File: src/rtl/dmi_arbiter.sv
// Two-port round-robin arbiter in front of a single DMI slave; one transaction in flight.
// Optional macro DMI_ARB_TIMEOUT_EN adds an m_ack wait limit of TIMEOUT cycles.
module dmi_arbiter #(
    parameter int ABITS   = 7,
    parameter int TIMEOUT = 255
) (
    input  logic             clk,
    input  logic             trst_n,
    input  logic             s0_req,
    input  logic [ABITS-1:0] s0_addr,
    input  logic [31:0]      s0_wdata,
    input  logic [1:0]       s0_op,
    output logic             s0_ack,
    output logic [31:0]      s0_rdata,
    output logic [1:0]       s0_resp,
    output logic             s0_ovf,
    input  logic             s1_req,
    input  logic [ABITS-1:0] s1_addr,
    input  logic [31:0]      s1_wdata,
    input  logic [1:0]       s1_op,
    output logic             s1_ack,
    output logic [31:0]      s1_rdata,
    output logic [1:0]       s1_resp,
    output logic             s1_ovf,
    input  logic             ovf_clr,
    output logic             m_req,
    output logic [ABITS-1:0] m_addr,
    output logic [31:0]      m_wdata,
    output logic [1:0]       m_op,
    input  logic [31:0]      m_rdata,
    input  logic [1:0]       m_resp,
    input  logic             m_ack,
    output logic             busy
);

    typedef enum logic [1:0] {IDLE, ISSUE, WAIT, RESP} state_t;

    function automatic logic op_valid(input logic [1:0] op);
        return (op == 2'd1) || (op == 2'd2);
    endfunction

    state_t           state_q, state_d;
    logic             gnt_q, gnt_d;
    logic             last_q, last_d;
    logic             grant;
    logic             rsp_load;
    logic [31:0]      rsp_rdata;
    logic [1:0]       rsp_resp;

    logic [1:0]       req_v, rsp_clr, cap, ovf_set;
    logic [1:0]       pend_q, pend_d;
    logic [1:0]       ovf_q, ovf_d;

    logic [ABITS-1:0] in_addr   [2];
    logic [31:0]      in_wdata  [2];
    logic [1:0]       in_op     [2];
    logic [ABITS-1:0] h_addr_q  [2];
    logic [31:0]      h_wdata_q [2];
    logic [1:0]       h_op_q    [2];
    logic [31:0]      rdata_q   [2];
    logic [1:0]       resp_q    [2];

    logic [ABITS-1:0] m_addr_q;
    logic [31:0]      m_wdata_q;
    logic [1:0]       m_op_q;

    assign in_addr[0]  = s0_addr;
    assign in_addr[1]  = s1_addr;
    assign in_wdata[0] = s0_wdata;
    assign in_wdata[1] = s1_wdata;
    assign in_op[0]    = s0_op;
    assign in_op[1]    = s1_op;

    assign req_v = {s1_req & op_valid(s1_op), s0_req & op_valid(s0_op)};

    always_comb begin
        rsp_clr = '0;
        if (state_q == RESP) rsp_clr[gnt_q] = 1'b1;
    end

    // A request landing in its own port's RESP cycle is a fresh capture, not an overflow.
    assign cap     = req_v & (~pend_q | rsp_clr);
    assign ovf_set = req_v & pend_q & ~rsp_clr;
    assign pend_d  = (pend_q & ~rsp_clr) | cap;
    assign ovf_d   = (ovf_q & ~{2{ovf_clr}}) | ovf_set;

`ifdef DMI_ARB_TIMEOUT_EN
    localparam logic [7:0] TO_LAST = 8'(TIMEOUT - 1);
    logic [7:0] cnt_q, cnt_d;
`else
    logic unused_timeout;
    assign unused_timeout = ^8'(TIMEOUT);
`endif

    always_comb begin
        state_d   = state_q;
        gnt_d     = gnt_q;
        last_d    = last_q;
        grant     = 1'b0;
        rsp_load  = 1'b0;
        rsp_rdata = m_rdata;
        rsp_resp  = m_resp;
`ifdef DMI_ARB_TIMEOUT_EN
        cnt_d     = cnt_q;
`endif
        case (state_q)
            IDLE: begin
                if (pend_q != 2'b00) begin
                    grant   = 1'b1;
                    gnt_d   = (pend_q == 2'b11) ? ~last_q : pend_q[1];
                    last_d  = gnt_d;
                    state_d = ISSUE;
                end
            end
            ISSUE: begin
                state_d = WAIT;
`ifdef DMI_ARB_TIMEOUT_EN
                cnt_d   = 8'd0;
`endif
            end
            WAIT: begin
                if (m_ack) begin
                    rsp_load = 1'b1;
                    state_d  = RESP;
                end
`ifdef DMI_ARB_TIMEOUT_EN
                else if (cnt_q == TO_LAST) begin
                    rsp_load  = 1'b1;
                    rsp_rdata = 32'd0;
                    rsp_resp  = 2'b11;
                    state_d   = RESP;
                end
                cnt_d = cnt_q + 8'd1;
`endif
            end
            RESP: state_d = IDLE;
            default: state_d = IDLE;
        endcase
    end

    always_ff @(posedge clk or negedge trst_n) begin
        if (!trst_n) begin
            state_q    <= IDLE;
            gnt_q      <= 1'b0;
            last_q     <= 1'b1;
            pend_q     <= 2'b00;
            ovf_q      <= 2'b00;
            m_addr_q   <= '0;
            m_wdata_q  <= '0;
            m_op_q     <= '0;
            rdata_q[0] <= '0;
            rdata_q[1] <= '0;
            resp_q[0]  <= '0;
            resp_q[1]  <= '0;
        end else begin
            state_q <= state_d;
            gnt_q   <= gnt_d;
            last_q  <= last_d;
            pend_q  <= pend_d;
            ovf_q   <= ovf_d;
            if (grant) begin
                m_addr_q  <= h_addr_q[gnt_d];
                m_wdata_q <= h_wdata_q[gnt_d];
                m_op_q    <= h_op_q[gnt_d];
            end
            if (rsp_load) begin
                rdata_q[gnt_q] <= rsp_rdata;
                resp_q[gnt_q]  <= rsp_resp;
            end
        end
    end

`ifdef DMI_ARB_TIMEOUT_EN
    always_ff @(posedge clk or negedge trst_n) begin
        if (!trst_n) cnt_q <= 8'd0;
        else         cnt_q <= cnt_d;
    end
`endif

    // Holding registers are qualified by pend, so they need no reset.
    always_ff @(posedge clk) begin
        for (int n = 0; n < 2; n++) begin
            if (cap[n]) begin
                h_addr_q[n]  <= in_addr[n];
                h_wdata_q[n] <= in_wdata[n];
                h_op_q[n]    <= in_op[n];
            end
        end
    end

    assign m_req    = (state_q == ISSUE);
    assign busy     = (state_q != IDLE);
    assign m_addr   = m_addr_q;
    assign m_wdata  = m_wdata_q;
    assign m_op     = m_op_q;
    assign s0_ack   = rsp_clr[0];
    assign s1_ack   = rsp_clr[1];
    assign s0_rdata = rdata_q[0];
    assign s1_rdata = rdata_q[1];
    assign s0_resp  = resp_q[0];
    assign s1_resp  = resp_q[1];
    assign s0_ovf   = ovf_q[0];
    assign s1_ovf   = ovf_q[1];

endmodule

File: config.mk
export PLATFORM = sky130hd
export DESIGN_NAME = dmi_arbiter
export DESIGN_NICKNAME = d
export VERILOG_FILES = /design/src/rtl/dmi_arbiter.sv
export SDC_FILE = /design/constraint.sdc
export NUM_CORES = 1
export LEC_CHECK = 0
export BUFFER_PORTS_ARGS = -buffer_cell sky130_fd_sc_hd__buf_2
export CAP_MARGIN = 40
export CORE_MARGIN = 5
export CORE_UTILIZATION = 50
export CTS_CLUSTER_SIZE = 25
export DETAILED_ROUTE_END_ITERATION = 7
export HOLD_SLACK_MARGIN = 0.02
export PLACE_DENSITY = 0.8
export SYNTH_ARGS = -nofsm -noshare
export SYNTH_HDL_FRONTEND = slang
export SYNTH_SLANG_ARGS = --single-unit
File: constraint.sdc
create_clock -name clk -period 3.85 [get_ports clk]
set_input_delay 0 -clock clk [delete_from_list [all_inputs] [get_ports clk]]
set_output_delay 0 -clock clk [all_outputs]
set_load 0.02 [all_outputs]
==> impl_metrics.env <==
export IMPL_ys_seq_area_share_pct=71.1
export IMPL_core_um2=15000
export IMPL_async_flop_share_pct=58.8
export IMPL_synth_area_leader_cell="dfrtp_1"
export IMPL_ys_top_cells_by_area="dfrtp_1 (38%), edfxtp_1 (32%), mux2_1 (10%)"
export IMPL_grt_usage_pct=22.9
export IMPL_cp_end_kind="flip-flop"
export IMPL_post_cts_buffers=0
export IMPL_fin_skew_ns=0.00800
export IMPL_synth_nets=629
export IMPL_maxCapViolations=0
export IMPL_cts_tree="built"
export IMPL_cts_max_path_buffers=2
export IMPL_clkLatencyLatePin_ns=0.42
export IMPL_dp_cells=904
export IMPL_cts_root_buf="clkbuf_16"
export IMPL_drive_above_1_share_pct=32.6
export IMPL_vias=5585
export IMPL_cpMaxStageDelayCell="buf_4"
export IMPL_dpl_cell_area_um2=8920
export IMPL_dieArea_um2=17700
export IMPL_fill_cells=943
export IMPL_yosys_top_cells_count="dfrtp_1 (116), edfxtp_1 (82), mux2_1 (69)"
export IMPL_fmax_ghz=0.458
export IMPL_ant_nets=0
export IMPL_setup_viol=0
export IMPL_avgSynthCellArea_um2=15.1
export IMPL_netlist_instances=503
export IMPL_initialDrtViolationCount=227
export IMPL_design_area_um2=10800
export IMPL_synth_ff_latch_count=199
export IMPL_p_per_area_nw_per_um2=785
export IMPL_grt_overflow_total=0
export IMPL_grt_max_degree=63
export IMPL_area_delta_synth_final_pct=42.1
export IMPL_ir_drop_v=0.000420
export IMPL_port_buffers=236
export IMPL_layoutNonFillerInstCount=1061
export IMPL_utilization_pct=71.6
export IMPL_start_kind="flip-flop"
export IMPL_first_pass_iters=5
export IMPL_fin_crit_ns=2.18
export IMPL_clk_pin_slew_ns=0.07
export IMPL_path_class="reg2reg"
export IMPL_die_h_um=133
export IMPL_num_io_pins=237
export IMPL_critPathMaxStageDelay_ns=0.57
export IMPL_place_ws_ns=1.72
export IMPL_grt_pass1_wl_um=31800
export IMPL_syn_area_um2=7580
export IMPL_grt_setup_unrepaired="no"
export IMPL_wl_per_cell_um=18.7
export IMPL_grt_pass1_vias=5896
export IMPL_finish_net_count=984
export IMPL_initial_core_util_pct=50.4
export IMPL_die_width_um=133
export IMPL_yosysUniqueCellTypes=26
export IMPL_yosys_most_used_dff="dfrtp_1"
export IMPL_drv_slew=0
export IMPL_cp_arrival_ns=2.51
export IMPL_cts_htree_levels=4
export IMPL_cts_num_sinks=199
export IMPL_critPathBufInv=2
export IMPL_crit_family="compound AO/OA/AOI/OAI gates"
export IMPL_route_detailed_drc=0
export IMPL_post_cts_resized=0
export IMPL_rows=45
export IMPL_status="completed"
export IMPL_synth_edff_count=82
export IMPL_timing_worst_slew_pin_value_ns=0.819
export IMPL_finalCritPeriodShare_pct=56.7
export IMPL_p_leak_nw=4.63
export IMPL_synth_most_common_cell="dfrtp_1"
export IMPL_yosys_warnings=0
export IMPL_finalSetupTns_ns=0
export IMPL_cts_buffers=17
export IMPL_hold_violations=0
export IMPL_worstPathCellList="inv_1, ha_1, o21a_2, buf_4, nor2_1, a31oi_1"
export IMPL_totalWireLength_um=19900
export IMPL_path_max_fanout=61
export IMPL_vias_per_cell=5.26
export IMPL_maxSlewHeadroom_pct=45.3
export IMPL_fin_ws_ns=1.67
export IMPL_place_congestion=0.800
export IMPL_yosysTopAreaCellShare_pct=38.3
export IMPL_antenna_found_initial=0
export IMPL_hpwl_um=11900
export IMPL_hold_class="in2async"
export IMPL_cp_required_ns=4.18
power breakdown:
group	internal, mW	switching (mW)
sequential	2.98	0.413
clock	1.05	0.780
combinational	1.18	2.05
total	5.21	3.25
cells by family after synthesis:
| kind of cell | count (synthesis) | share of synthesized area, % |
|---|---|---|
| AND/OR/NAND/NOR | 99 | 7.84 |
| buffers and inverters | 41 | 3.15 |
| AO/OA/AOI/OAI | 89 | 6.74 |
| multiplexers | 69 | 10.3 |
| XOR/XNOR | 2 | 0.231 |
| adder cells (fa/ha/maj) | 4 | 0.660 |
| flip-flops | 199 | 71.1 |
final cells by class:
type,instances,area (um2),area share (%)
clock buffers,19,443,4.11
multi-input cells,263,1980,18.4
diodes,2,5.00,0.0465
clock inverters,13,170,1.58
inverters,8,30.0,0.279
repair buffers,369,2510,23.4
flip-flops and latches,199,5390,50.1
well taps,188,235,2.18
sequential cells by signal, indices dropped and copies added, names as in the netlist, 4 cells and up, named ones only:
signal	flops
h_op_q	4
s0_rdata	32
h_addr_q	14
m_addr	7
m_wdata	32
h_wdata_q	64
s1_rdata	32
stage by stage:
| step | hold slack (ns) | power (mW) |
|---|---|---|
| finish | 0.165 | 8.46 |
| global route | 0.217 | 8.94 |
| CTS | 0.151 | 8.48 |
| detailed placement | 0.0679 | 6.54 |
| global placement | 0.0589 | 6.35 |
| floorplan | -0.296 | 5.47 |
layer usage:
layer	part of all wire (%)	vias to the layer above	GRT usage [%]
met5	0	-	0
met4	2.3	0	8.51
met3	9.1	38	6.57
met2	51	286	39.0
met1	38	2695	28.0
li1	-	2566	-
worst paths after layout:
check / from / to / slack (ns) / cells after the start
setup / recovery: state_q[0] / m_wdata[0] / 1.67 / 6
max in group asynchronous: trst_n / m_wdata[11] / 2.76 / 3
hold reg to reg: s1_rdata[29] / s1_rdata[29] / 0.48 / 1
setup reg to reg: state_q[0] / m_wdata[0] / 1.67 / 6
min in group clk: s0_wdata[24] / h_wdata_q[0][24] / 0.28 / 2
hold / removal: trst_n / s1_rdata[21] / 0.17 / 2
placed cells by master (no fill, tap or decap), types with 3 or more instances in the layout:
master,netlist,final
nor2_1,46,46
o21ai_1,31,31
buf_2,8,235
ha_1,4,4
inv_1,8,8
buf_4,0,9
inv_6,0,3
nand2_1,8,7
edfxtp_1,82,82
dlygate4sd3_1,0,123
a31oi_1,41,41
clkbuf_16,0,17
mux2_1,69,69
bufinv_16,0,3
or3b_1,41,41
o21ai_0,10,10
dfrtp_1,116,116
worst register-to-register path: stages (launching register included):
cell,delay (ns)
dfrtp_1,0.42
inv_1,0.09
ha_1,0.23
o21a_2,0.45
buf_4,0.58
nor2_1,0.11
a31oi_1,0.21
repair_timing:
item,in CTS,in global routing
endpoints found under the hold margin,205,0
hold buffers,123,0
endpoints found under the setup margin,0,0
(Power assumes the default switching activity.)
